File: config.mk
export PLATFORM = sky130hd
export DESIGN_NAME = sdio_data_block_ctrl
export DESIGN_NICKNAME = d
export VERILOG_FILES = /design/src/rtl/sdio_data_defines.sv /design/src/rtl/sdio_phase_timer.sv /design/src/rtl/sdio_data_block_ctrl.sv
export SDC_FILE = /design/constraint.sdc
export NUM_CORES = 1
export LEC_CHECK = 0
export ABC_AREA = 1
export CAP_MARGIN = 10
export CORE_ASPECT_RATIO = 0.8
export CORE_UTILIZATION = 55
export CTS_BUF_LIST = sky130_fd_sc_hd__clkbuf_4 sky130_fd_sc_hd__clkbuf_8
export CTS_CLUSTER_SIZE = 20
export DETAILED_ROUTE_END_ITERATION = 6
export PLACE_DENSITY = 0.84
export SYNTH_ARGS = -nofsm -noshare
export SYNTH_HDL_FRONTEND = slang
export SYNTH_SLANG_ARGS = --single-unit
File: constraint.sdc
create_clock -name clk_x2 -period 3.3 [get_ports clk_x2]
set_input_delay 0.99 -clock clk_x2 [delete_from_list [all_inputs] [get_ports clk_x2]]
set_output_delay 0.99 -clock clk_x2 [all_outputs]
set_load 0.01 [all_outputs]
File: src/rtl/sdio_data_defines.sv
// Shared definitions for the SDIO data block sequencer.
//   state_t     : sequencer state encodings
//   status_t    : transfer completion codes reported on o_status
//   TOKEN_*     : CRC status token bit patterns (start bit, 3 status bits, end bit are
//                 framed by the PHY; only the 3 status bits live here)
//   DEFAULT_BYTE_COUNT : byte-mode length used when the requested count is 0
//   xfer_len()  : per-activation PHY data count for the current mode
package sdio_data_defines;

    typedef enum logic [2:0] {
        ST_IDLE,
        ST_ARM,
        ST_XFER,
        ST_CRC_CHK,
        ST_STATUS,
        ST_BUSY,
        ST_GAP,
        ST_FINISH
    } state_t;

    typedef enum logic [1:0] {
        STATUS_OK      = 2'd0,
        STATUS_CRC_ERR = 2'd1,
        STATUS_ABORTED = 2'd2,
        STATUS_TIMEOUT = 2'd3
    } status_t;

    localparam logic [2:0] TOKEN_GOOD    = 3'b010;
    localparam logic [2:0] TOKEN_CRC_ERR = 3'b101;

    localparam logic [9:0] DEFAULT_BYTE_COUNT = 10'd512;

    // Block mode sends block_size bytes per activation; byte mode sends the
    // requested byte count, where 0 encodes a full 512-byte transfer.
    function automatic logic [9:0] xfer_len(input logic       block_mode,
                                            input logic [9:0] block_size,
                                            input logic [9:0] byte_count);
        if (block_mode)
            return block_size;
        else if (byte_count == 10'd0)
            return DEFAULT_BYTE_COUNT;
        else
            return byte_count;
    endfunction

endpackage

File: src/rtl/sdio_phase_timer.sv
// Loadable down-counter paced by the SDIO clock phase strobe.
//   clk_x2     : clock, 2x the SDIO clock
//   rst        : synchronous, active-high reset
//   phase      : one-cycle strobe per SDIO clock rising edge; decrements the count
//   load       : load load_value (takes priority over decrementing)
//   load_value : interval length minus one
//   zero       : count has reached zero
module sdio_phase_timer #(
    parameter int W = 16
) (
    input  logic         clk_x2,
    input  logic         rst,
    input  logic         phase,
    input  logic         load,
    input  logic [W-1:0] load_value,
    output logic         zero
);

    logic [W-1:0] count;

    always_ff @(posedge clk_x2) begin
        if (rst)
            count <= '0;
        else if (load)
            count <= load_value;
        else if (phase && (count != '0))
            count <= count - W'(1);
    end

    assign zero = (count == '0);

endmodule

File: src/rtl/sdio_data_block_ctrl.sv
// SDIO data block sequencer: runs one CMD53 transfer as a series of single-block
// PHY activations, adding CRC status token and DAT0 busy handling for writes.
//
// Optional build macro SDIO_DATA_TIMEOUT_EN: enables a TIMEOUT_CYCLES-phase
// watchdog on the PHY transfer; without it status TIMEOUT is never produced.
//
// Ports:
//   clk_x2, rst            : clock (2x SDIO clk), synchronous active-high reset
//   i_clk_phase            : strobe per SDIO clk rising edge; paces all PHY-side outputs
//   i_start .. i_byte_count: transfer request and configuration (sampled in IDLE)
//   i_abort                : level, terminates the transfer on the next phase
//   i_fifo_ready           : data buffer can take / supply the next block
//   o_busy, o_done, o_status, o_blocks_done : function-layer status
//   o_phy_activate, o_phy_write_flag, o_phy_data_count, i_phy_finished,
//   i_phy_crc_good         : data PHY control / completion
//   o_token_valid, o_token : CRC status token request
//   o_dat0_busy            : hold DAT0 low while the card is busy after a write
module sdio_data_block_ctrl
    import sdio_data_defines::*;
#(
    parameter int GAP_CYCLES     = 2,
    parameter int BUSY_CYCLES    = 8,
    parameter int TOKEN_CYCLES   = 5,
    parameter int TIMEOUT_CYCLES = 1024
) (
    input  logic       clk_x2,
    input  logic       rst,
    input  logic       i_clk_phase,
    input  logic       i_start,
    input  logic       i_write,
    input  logic       i_block_mode,
    input  logic [9:0] i_block_size,
    input  logic [8:0] i_block_count,
    input  logic [9:0] i_byte_count,
    input  logic       i_abort,
    input  logic       i_fifo_ready,
    output logic       o_busy,
    output logic       o_done,
    output logic [1:0] o_status,
    output logic [8:0] o_blocks_done,
    output logic       o_phy_activate,
    output logic       o_phy_write_flag,
    output logic [9:0] o_phy_data_count,
    input  logic       i_phy_finished,
    input  logic       i_phy_crc_good,
    output logic       o_token_valid,
    output logic [2:0] o_token,
    output logic       o_dat0_busy
);

    localparam int MAX_GB  = (GAP_CYCLES > BUSY_CYCLES) ? GAP_CYCLES : BUSY_CYCLES;
    localparam int MAX_GBT = (MAX_GB > TOKEN_CYCLES) ? MAX_GB : TOKEN_CYCLES;
    localparam int MAX_CYC = (MAX_GBT > TIMEOUT_CYCLES) ? MAX_GBT : TIMEOUT_CYCLES;
    localparam int TMR_W   = $clog2(MAX_CYC + 1);

    // The timer is loaded with length-1: the load lands on the cycle after the
    // phase that started the interval, and the interval ends on the phase at
    // which the count is already zero, giving exactly N phases.
    localparam logic [TMR_W-1:0] GAP_LOAD     = TMR_W'(GAP_CYCLES - 1);
    localparam logic [TMR_W-1:0] BUSY_LOAD    = TMR_W'(BUSY_CYCLES - 1);
    localparam logic [TMR_W-1:0] TOKEN_LOAD   = TMR_W'(TOKEN_CYCLES - 1);
    localparam logic [TMR_W-1:0] TIMEOUT_LOAD = TMR_W'(TIMEOUT_CYCLES - 1);

    state_t           state;
    logic             cfg_write;
    logic [8:0]       cfg_count;
    logic [9:0]       cfg_len;
    logic             crc_ok;
    logic             gap_armed;
    logic             tmr_load;
    logic [TMR_W-1:0] tmr_value;
    logic             tmr_zero;

    function automatic logic [8:0] sat_inc(input logic [8:0] v);
        return (v == 9'h1FF) ? v : v + 9'd1;
    endfunction

    sdio_phase_timer #(.W(TMR_W)) u_timer (
        .clk_x2     (clk_x2),
        .rst        (rst),
        .phase      (i_clk_phase),
        .load       (tmr_load),
        .load_value (tmr_value),
        .zero       (tmr_zero)
    );

    always_ff @(posedge clk_x2) begin
        if (rst) begin
            state            <= ST_IDLE;
            cfg_write        <= 1'b0;
            cfg_count        <= '0;
            cfg_len          <= '0;
            crc_ok           <= 1'b0;
            gap_armed        <= 1'b0;
            tmr_load         <= 1'b0;
            tmr_value        <= '0;
            o_busy           <= 1'b0;
            o_done           <= 1'b0;
            o_status         <= '0;
            o_blocks_done    <= '0;
            o_phy_activate   <= 1'b0;
            o_phy_write_flag <= 1'b0;
            o_phy_data_count <= '0;
            o_token_valid    <= 1'b0;
            o_token          <= '0;
            o_dat0_busy      <= 1'b0;
        end else begin
            o_done   <= 1'b0;
            tmr_load <= 1'b0;
            // While abort is pending all other events are frozen, so it wins
            // over a coincident PHY completion; it takes effect on the next phase.
            if (i_abort && state != ST_IDLE && state != ST_FINISH) begin
                if (i_clk_phase) begin
                    o_phy_activate <= 1'b0;
                    o_token_valid  <= 1'b0;
                    o_token        <= '0;
                    o_dat0_busy    <= 1'b0;
                    gap_armed      <= 1'b0;
                    o_status       <= STATUS_ABORTED;
                    state          <= ST_FINISH;
                end
            end else begin
                case (state)
                    ST_IDLE: begin
                        // o_busy is still high on the cycle after o_done, so a
                        // start arriving then is ignored.
                        o_busy <= 1'b0;
                        if (i_start && !o_busy) begin
                            cfg_write     <= i_write;
                            cfg_count     <= i_block_mode ? i_block_count : 9'd1;
                            cfg_len       <= xfer_len(i_block_mode, i_block_size, i_byte_count);
                            o_blocks_done <= '0;
                            o_status      <= STATUS_OK;
                            o_busy        <= 1'b1;
                            state         <= ST_ARM;
                        end
                    end
                    ST_ARM: begin
                        if (i_clk_phase && i_fifo_ready) begin
                            o_phy_activate   <= 1'b1;
                            o_phy_write_flag <= cfg_write;
                            o_phy_data_count <= cfg_len;
                            tmr_load         <= 1'b1;
                            tmr_value        <= TIMEOUT_LOAD;
                            state            <= ST_XFER;
                        end
                    end
                    ST_XFER: begin
                        if (i_phy_finished) begin
                            if (cfg_write) begin
                                state <= ST_CRC_CHK;
                            end else begin
                                o_blocks_done <= sat_inc(o_blocks_done);
                                state         <= ST_GAP;
                            end
                        end
`ifdef SDIO_DATA_TIMEOUT_EN
                        else if (i_clk_phase && tmr_zero) begin
                            o_phy_activate <= 1'b0;
                            o_status       <= STATUS_TIMEOUT;
                            state          <= ST_FINISH;
                        end
`else
                        // No watchdog: wait for the PHY or an abort.
`endif
                    end
                    ST_CRC_CHK: begin
                        crc_ok <= i_phy_crc_good;
                        state  <= ST_STATUS;
                    end
                    ST_STATUS: begin
                        if (i_clk_phase) begin
                            if (!o_token_valid) begin
                                o_token_valid <= 1'b1;
                                o_token       <= crc_ok ? TOKEN_GOOD : TOKEN_CRC_ERR;
                                tmr_load      <= 1'b1;
                                tmr_value     <= TOKEN_LOAD;
                            end else if (tmr_zero) begin
                                o_token_valid  <= 1'b0;
                                o_phy_activate <= 1'b0;
                                if (crc_ok) begin
                                    o_dat0_busy <= 1'b1;
                                    tmr_load    <= 1'b1;
                                    tmr_value   <= BUSY_LOAD;
                                    state       <= ST_BUSY;
                                end else begin
                                    o_status <= STATUS_CRC_ERR;
                                    state    <= ST_FINISH;
                                end
                            end
                        end
                    end
                    ST_BUSY: begin
                        if (i_clk_phase && tmr_zero && i_fifo_ready) begin
                            o_dat0_busy   <= 1'b0;
                            o_blocks_done <= sat_inc(o_blocks_done);
                            state         <= ST_GAP;
                        end
                    end
                    ST_GAP: begin
                        // First phase drops activate and starts the gap interval.
                        if (i_clk_phase) begin
                            if (!gap_armed) begin
                                o_phy_activate <= 1'b0;
                                gap_armed      <= 1'b1;
                                tmr_load       <= 1'b1;
                                tmr_value      <= GAP_LOAD;
                            end else if (tmr_zero) begin
                                gap_armed <= 1'b0;
                                if (cfg_count != '0 && o_blocks_done == cfg_count)
                                    state <= ST_FINISH;
                                else
                                    state <= ST_ARM;
                            end
                        end
                    end
                    ST_FINISH: begin
                        o_done <= 1'b1;
                        state  <= ST_IDLE;
                    end
                    default: state <= ST_IDLE;
                endcase
            end
        end
    end

endmodule

; ---- After elaboration in Yosys (flattened, before gate mapping)
; Cells that the tools add are included.
[totals]
out_inout_bits = 30
elab_cells = 176
in_bits = 39
register_bits = 78
[op_classes]
eq_ne = 33
n_addsub = 2
n_mux = 84
n_reduce_logical = 37
bitwise_logic = 1
[ops]
columns = op, n
row1 = $mux 11, 9
row2 = $mux 3, 20
row3 = $mux 9, 6
row4 = $ne 3x3->1 const B, 14
row5 = $pmux 11 s3, 1
row6 = $mux 1, 32
row7 = $pmux 9 s3, 1
row8 = $pmux 3 s8, 1
row9 = $mux 10, 2
row10 = $ne 2x2->1 const B, 9
row11 = $mux 2, 8
row12 = $reduce_and 8->1, 2
row13 = $reduce_bool 3->1, 5
row14 = $reduce_and 7->1, 2
row15 = $eq 3x3->1 const B, 4
row16 = $reduce_and 3->1, 4
row17 = $logic_not 11->1, 1
row18 = $reduce_and 11->1, 1
row19 = $reduce_bool 11->1, 1
row20 = $sub 11x1->11 const B, 1
row21 = $logic_not 10->1, 1
row22 = $add 9x1->9 const B, 1
row23 = $eq 9x9->1, 1
row24 = $eq 9x9->1 const B, 1
row25 = other kinds (17), 29

; ---- Depth between registers and ports, before layout
; Gate-level depths: netlist of run 1.
[depth]
depth_word = 8
ltp_mapped = 12
ltp_nobuf = 12

; ---- Hierarchy
; Synthesis of run 1 repeated with hierarchy kept, for this count alone.
[hier_totals]
cells_unflattened = 576
hier_area_um2 = 3966.3
[modules_own_cells]
columns = module, seq_area_each_um2, cells_per_inst, area_per_inst_um2, n_inst
row1 = sdio_data_block_ctrl, 1181.1, 458, 3180.6, 1
row2 = sdio_phase_timer, 220.2, 118, 785.8, 1

; ---- Worst setup path before layout of run 1
; Ideal clock, no wire load.
[synth_path]
path_kind = input to register
from = input port i_start
to = register o_blocks_done[1]
n_path_buf = 1
path_slack_ns = 1.271
path_stages = 10
arrival_time_ns = 1.909
required_time_ns = 3.181
cell_sequence = inv_1 > nor2_1 > inv_1 > nor2_4 > a21oi_1 > nor2_1 > nand2_2 > buf_6 > o21ai_0 > a21oi_1
[synth_via]
elab_chain_cells = 3
[synth_lines]
columns = element, line_no
row1 = start: declaration, sdio_data_block_ctrl.sv:29  ; input logic i_start,
row2 = $logic_and 1x1->1, sdio_data_block_ctrl.sv:128  ; if (i_start && !o_busy) begin
row3 = $ne 2x2->1 (no source line), --
row4 = $reduce_and 6->1 (no source line), --
row5 = end signal: assignment, sdio_data_block_ctrl.sv:153  ; o_blocks_done <= sat_inc(o_blocks_done);
row6 = end signal: assignment, sdio_data_block_ctrl.sv:196  ; o_blocks_done <= sat_inc(o_blocks_done);
row7 = end: declaration, sdio_data_block_ctrl.sv:40  ; output logic [8:0] o_blocks_done,
; Every way passes these cells.
; A chain may end at the register's enable or synchronous reset.

; ---- Worst setup path after layout of run 1
[layout_path]
from = register o_blocks_done[3]
to = output port o_blocks_done[3]
; No word-level cell between the ends.

==> results.json, run 1 <==
{
  "status": "finished clean",
  "path_delay_family": "buffers and inverters",
  "crit_path_end_kind": "output pin",
  "seq_area_frac_synth_pct": 38.6,
  "grt_max_degree": 28,
  "synth_top_cell_by_area": "dfxtp_1",
  "hold_slack_ps": 456,
  "cp.buffers_inverters": 1,
  "drc": 0,
  "fillers": 550,
  "cp_data_arrival_time_ps": 1400,
  "setup_violations": 0,
  "antenna_left": 0,
  "cts_made_buffers": 9,
  "path_class": "register to output pin",
  "cts_tree": "done",
  "synthesis.area_um2": 3630,
  "path_cells": "clkdlybuf4s50_1",
  "cts-htree-levels": 3,
  "rows": 26,
  "overflow": 0,
  "setup_tns_ps": 0,
  "drive_above_1_share_pct": 6.82,
  "synthArstFlopShare_pct": 0,
  "cts_sinks": 70,
  "rsz0062_at_grt": "no",
  "synth_top_cells_by_area": "dfxtp_1 39%, nand2_1 12%, nor2_1 9.4%",
  "fp.dieArea_um2": 6930,
  "maxCapViolCount": 0,
  "max_freq_mhz": 418,
  "synth_ff_type": "dfxtp_1",
  "yosys_warnings": 0,
  "hold_path.class": "register to register",
  "detail_route.first_pass.iterations": 5,
  "crit_required_ps": 2310,
  "io_pins": 69,
  "die_y_um": 74.7,
  "syn2layout_area_growth_pct": 26.3,
  "core_um2": 6380,
  "synth.avg_cell_area_um2": 6.65,
  "track_usage_pct": 28.8,
  "ys_seq_elements": 70,
  "min_period_ps": 2390,
  "die_w_um": 92.9,
  "holdBufCountCts": 0,
  "hold_viol_final": 0,
  "final_common_cell": "nand2_1",
  "clockBufferDepth": 2,
  "antennaDiodeCount": 0,
  "slowest_delay_ps": 590,
  "critPathLaunchType": "register",
  "wl_mm": 9.53,
  "clockRootBuffer": "clkbuf_8",
  "syn_nets": 589,
  "final_nets": 654,
  "grt_pass1_wl_mm": 15.7,
  "synth-edff-count": 0,
  "path_max_fanout": 7,
  "clk_latency_ps": 350,
  "post_cts_resized": 0,
  "netlist.area_leader.share_pct": 38.6,
  "portBuffers": 68,
  "worstMarginPinSlew_ps": 466,
  "place_congestion": 1.03,
  "relSlewSlack_pct": 68.8,
  "final_cell_mix": "114 x nand2_1, 91 x nor2_1, 70 x dfxtp_1, 68 x clkdlybuf4s50_1, 55 x inv_1",
  "power.static_leakage_nw": 1.92,
  "antenna_found_initial": 0,
  "post_cts_buffers": 0,
  "start_util_pct": 57.0,
  "hpwl_mm": 6.95,
  "wl_per_cell_um": 13.6,
  "drv_slew": 0,
  "grt_pass1_vias": 3361,
  "drt_iter0_markers": 283,
  "num_vias": 3816,
  "cellPowerDensity_nw_per_um2": 770,
  "slowest_stage": "clkdlybuf4s50_1",
  "clkTransAtPathRegs_ps": 80,
  "fin_skew_ps": 10.5,
  "ys_types": 36,
  "fin_crit_sh_pct": 72.4,
  "vias_per_cell": 5.45,
  "synthCells": 546,
  "vdd_drop_max_mv": 0.523
}
[layer usage]
| layer | global-route usage [%] | up-vias | share of wire [%] |
|---|---|---|---|
| li1 | - | 1908 | - |
| met1 | 37.5 | 1730 | 45 |
| met2 | 48.8 | 153 | 46 |
| met3 | 7.37 | 25 | 7.4 |
| met4 | 7.01 | 0 | 1.7 |
| met5 | 0 | - | 0 |
[metrics by stage]
| stage | util (%) | setup slack, ps | std cells | power (mW) | cell area (um^2) |
|---|---|---|---|---|---|
| after floorplan | - | 1270 | 546 | 2.35 | 3630 |
| after global placement | 68.5 | 697 | 684 | 2.71 | 4370 |
| after detailed placement | 68.5 | 604 | 684 | 2.77 | 4370 |
| after CTS | 72.0 | 888 | 700 | 3.53 | 4590 |
| after global routing | 72.0 | 769 | 700 | 3.82 | 4590 |
| final | 72.0 | 909 | 700 | 3.53 | 4590 |
[worst register-to-register path: stages (launching register included)]
cell	delay (ps)
dfxtp_1	400
ha_1	220
nand2_1	70
or3_1	350
nor3_1	150
ha_1	160
inv_1	40
a21oi_1	140
nor2_1	70
nand2_2	170
inv_1	160
nand3_1	100
a21oi_1	70
[synth_stat cells (3+ instances only)]
master	number
a211oi_1	7
a21oi_1	51
buf_2	3
clkbuf_1	14
dfxtp_1	70
ha_1	4
inv_1	55
inv_2	4
nand2_1	114
nand2_2	3
nand3_1	30
nand4_1	6
nor2_1	91
nor2_2	3
nor3_1	8
o21ai_0	50
xnor2_1	3
xor2_1	5
[flip-flops by register name, summed over array words and instances (netlist names)]
name              flops
tmr_value             4
crc_ok                1
o_phy_data_count     10
o_token               2
o_dat0_busy           1
tmr_load              1
o_token_valid         1
o_status              2
cfg_count             9
o_busy                1
o_blocks_done         9
cfg_len              10
o_phy_activate        1
u_timer.count        11
cfg_write             1
o_phy_write_flag      1
state                 3
o_done                1
gap_armed             1
[worst paths after layout]
check	slack [ps]	cells after the start	end	start
worst min-delay path	460	2	tmr_value[0]	tmr_value[0]
worst min register to register	460	2	tmr_value[0]	tmr_value[0]
worst max-delay path	910	1	o_blocks_done[3]	o_blocks_done[3]
worst max register to register	1070	12	o_blocks_done[5]	o_blocks_done[0]
[cell families after synthesis]
kind of cell               Yosys count  synth area share, %
and+or+nand+nor                    265                 31.5
AOI/OAI and AO/OA                  120                 17.9
buffers and inverters               79                 8.68
DFF                                 70                 38.6
xor gates and xnor gates             8                 1.93
adders and majority gates            4                 1.38
[power breakdown]
| group | switching [mW] | leakage (nW) | internal (mW) |
|---|---|---|---|
| Clock | 0.335 | 0.105 | 0.412 |
| Sequential | 0.163 | 0.572 | 1.05 |
| Combinational | 0.986 | 1.24 | 0.584 |
[cell type report]
type | instances | area [um^2] | share of cell area, %
tap | 84 | 105 | 2.29
clock buffer | 12 | 165 | 3.60
timing repair buffer | 74 | 726 | 15.8
inverter | 59 | 221 | 4.83
clock inverter | 4 | 53.8 | 1.17
sequential | 70 | 1400 | 30.5
multi-input combinational | 397 | 1920 | 41.8
Note: power is estimated with default switching activity, not from simulation.
==> run 2, diff against run 1 <==
CORE_UTILIZATION = 49   (was 55)
PLACE_DENSITY = 0.79   (was 0.84)
clock period = 2.1 ns   (was 3.3 ns; I/O delays follow)
==> run 2 against run 1 <==
- the run now ends with DRC left
- critical path depth rose by 11
- cell count rose by 4.4%
- flip-flop and latch count did not move
- clock power rose by 51%
- via count rose by 3.0%
- total power rose by 62%
- critical path type is now register to register
- highest routed layer unchanged
==> results.json, run 2 (synthesis results as in run 1) <==
{
  "worstHoldEndpoint": "tmr_value[2]",
  "critPathLaunchType": "register",
  "vdd_drop_max_mv": 0.767,
  "path_class": "register to register",
  "die_w_um": 98.3,
  "place_congestion": 0.959,
  "seq_area_um2": 1400,
  "final_common_cell": "nand2_1",
  "status": "complete, but fails checks",
  "violations": "DRC",
  "fillers": 609,
  "cellPowerDensity_nw_per_um2": 1190,
  "cts-htree-levels": 3,
  "clockBufferDepth": 2,
  "place_inst": 713,
  "rsz0062_at_grt": "yes",
  "setup.reg_to_reg.worst_slack_ps": 40,
  "path_cells": "ha_4 -> nand2_1 -> or3_4 -> nor3_4 -> ha_2 -> inv_1 -> a21oi_1 -> nor2_1 -> nand2_2 -> buf_4 -> nand2_1 -> a21oi_1",
  "cts_made_buffers": 9,
  "reg.largest.list": "u_timer.count (11), cfg_len (10), o_phy_data_count (10)",
  "drt_iter0_markers": 282,
  "antenna_left": 0,
  "detail_route.first_pass.iterations": 7,
  "r2r_end": "o_blocks_done[5]",
  "track_usage_pct": 27.1,
  "grt_pass1_wl_mm": 16.9,
  "path_max_fanout": 5,
  "placed_area_um2": 4570,
  "fin_skew_ps": 9.99,
  "crit_path_end_kind": "register",
  "largest_register_ffs": 11,
  "drive_above_1_share_pct": 12.0,
  "cts_tree": "done",
  "start_util_pct": 51.7,
  "antenna_found_initial": 0,
  "power.static_leakage_nw": 2.06,
  "hold_start": "tmr_value[2]",
  "multiInputGateArea_um2": 1950,
  "hpwl_mm": 7.37,
  "holdBufCountCts": 0,
  "clockRootBuffer": "clkbuf_8",
  "drc": 6,
  "clk_latency_ps": 360,
  "fp.dieArea_um2": 7760,
  "io_pins": 69,
  "final_nets": 682,
  "clkTransAtPathRegs_ps": 80,
  "instances_no_fill": 731,
  "final_cell_mix": "115 x nand2_1, 91 x nor2_1, 68 x dfxtp_1, 68 x clkdlybuf4s50_1, 54 x inv_1",
  "antennaDiodeCount": 0,
  "stdcell_area_um2": 4820,
  "setup_tns_ps": 0,
  "rows": 27,
  "cp_data_arrival_time_ps": 2350,
  "num_vias": 3930,
  "cts_sinks": 70,
  "vias_per_cell": 5.38,
  "hold_viol_final": 0,
  "syn2layout_area_growth_pct": 32.8,
  "portBuffers": 68,
  "core_um2": 7030,
  "min_period_ps": 2060,
  "fin_crit_sh_pct": 98.0,
  "max_freq_mhz": 486,
  "wl_per_cell_um": 13.8,
  "setup_ws_ps": 41.7,
  "place_ws_ps": -116,
  "die_y_um": 79.0,
  "grt_max_degree": 26,
  "slowest_delay_ps": 360,
  "wl_mm": 10.1,
  "worstMarginPinSlew_ps": 425,
  "relSlewSlack_pct": 71.6,
  "regMostFlops": "u_timer.count",
  "setup_violations": 0,
  "rr_startpoint": "o_blocks_done[0]",
  "crit_required_ps": 2390,
  "slowest_stage": "dfxtp_2",
  "holdPathStages": 2,
  "overflow": 0,
  "grt_pass1_vias": 3679,
  "r2r_cells": 12,
  "hold_path.class": "register to register",
  "drv_slew": 0,
  "maxCapViolCount": 0
}
## run 2: final cells by class
cell class,count,share of cell area (%)
clock buffers,10,2.85
clock inverters,6,1.43
inverters,59,4.59
multi-input cells,398,40.5
flip-flops and latches,70,29.1
well taps,87,2.26
repair buffers,101,19.2
## run 2: power breakdown
part	total [mW]	leakage (nW)	internal, mW	switching [mW]
registers	1.92	0.573	1.66	0.260
logic	2.69	1.39	1.08	1.61
clock network	1.13	0.103	0.589	0.546
total	5.74	2.06	3.32	2.41
## run 2: metal layers
layer,part of all wire [%],global-route usage [%],vias up
li1,-,-,1964
met1,48,36.4,1811
met4,1.1,7.16,0
met5,0,0,-
met3,6.3,7.13,15
met2,45,43.2,140
## run 2: what timing repair did
item,4_1_cts,5_1_grt
setup endpoints to repair,0,9
resized for setup,0,10
setup buffers,0,1
## run 2: worst max-delay path: cells and delay by family, from the launching register on
kind / cells / cell delay [ps]
buf+inv: 2 / 170
compound gates: 2 / 310
flops: 1 / 360
fa+ha+maj: 2 / 330
simple gates: 6 / 810
## run 2: metrics by stage
| stage | power (mW) | hold WS (ps) | utilization [%] |
|---|---|---|---|
| floorplan | 3.69 | 424 | - |
| global placement | 4.45 | 439 | 65.0 |
| detailed placement | 4.51 | 439 | 65.0 |
| CTS | 5.67 | 453 | 67.9 |
| global route | 6.20 | 494 | 68.6 |
| finish | 5.74 | 453 | 68.6 |
## run 2: how the worst max path moves through the flow
| stage | startpoint | end | slack (ps) |
|---|---|---|---|
| finish | o_blocks_done[0] | o_blocks_done[5] | 40 |
| global route | o_blocks_done[0] | o_blocks_done[4] | -100 |
| CTS | o_blocks_done[1] | o_blocks_done[5] | 30 |
| detailed placement | i_abort | state[2] | -120 |
| global placement | i_abort | state[2] | -90 |
| floorplan | o_blocks_done[1] | o_blocks_done[3] | 160 |
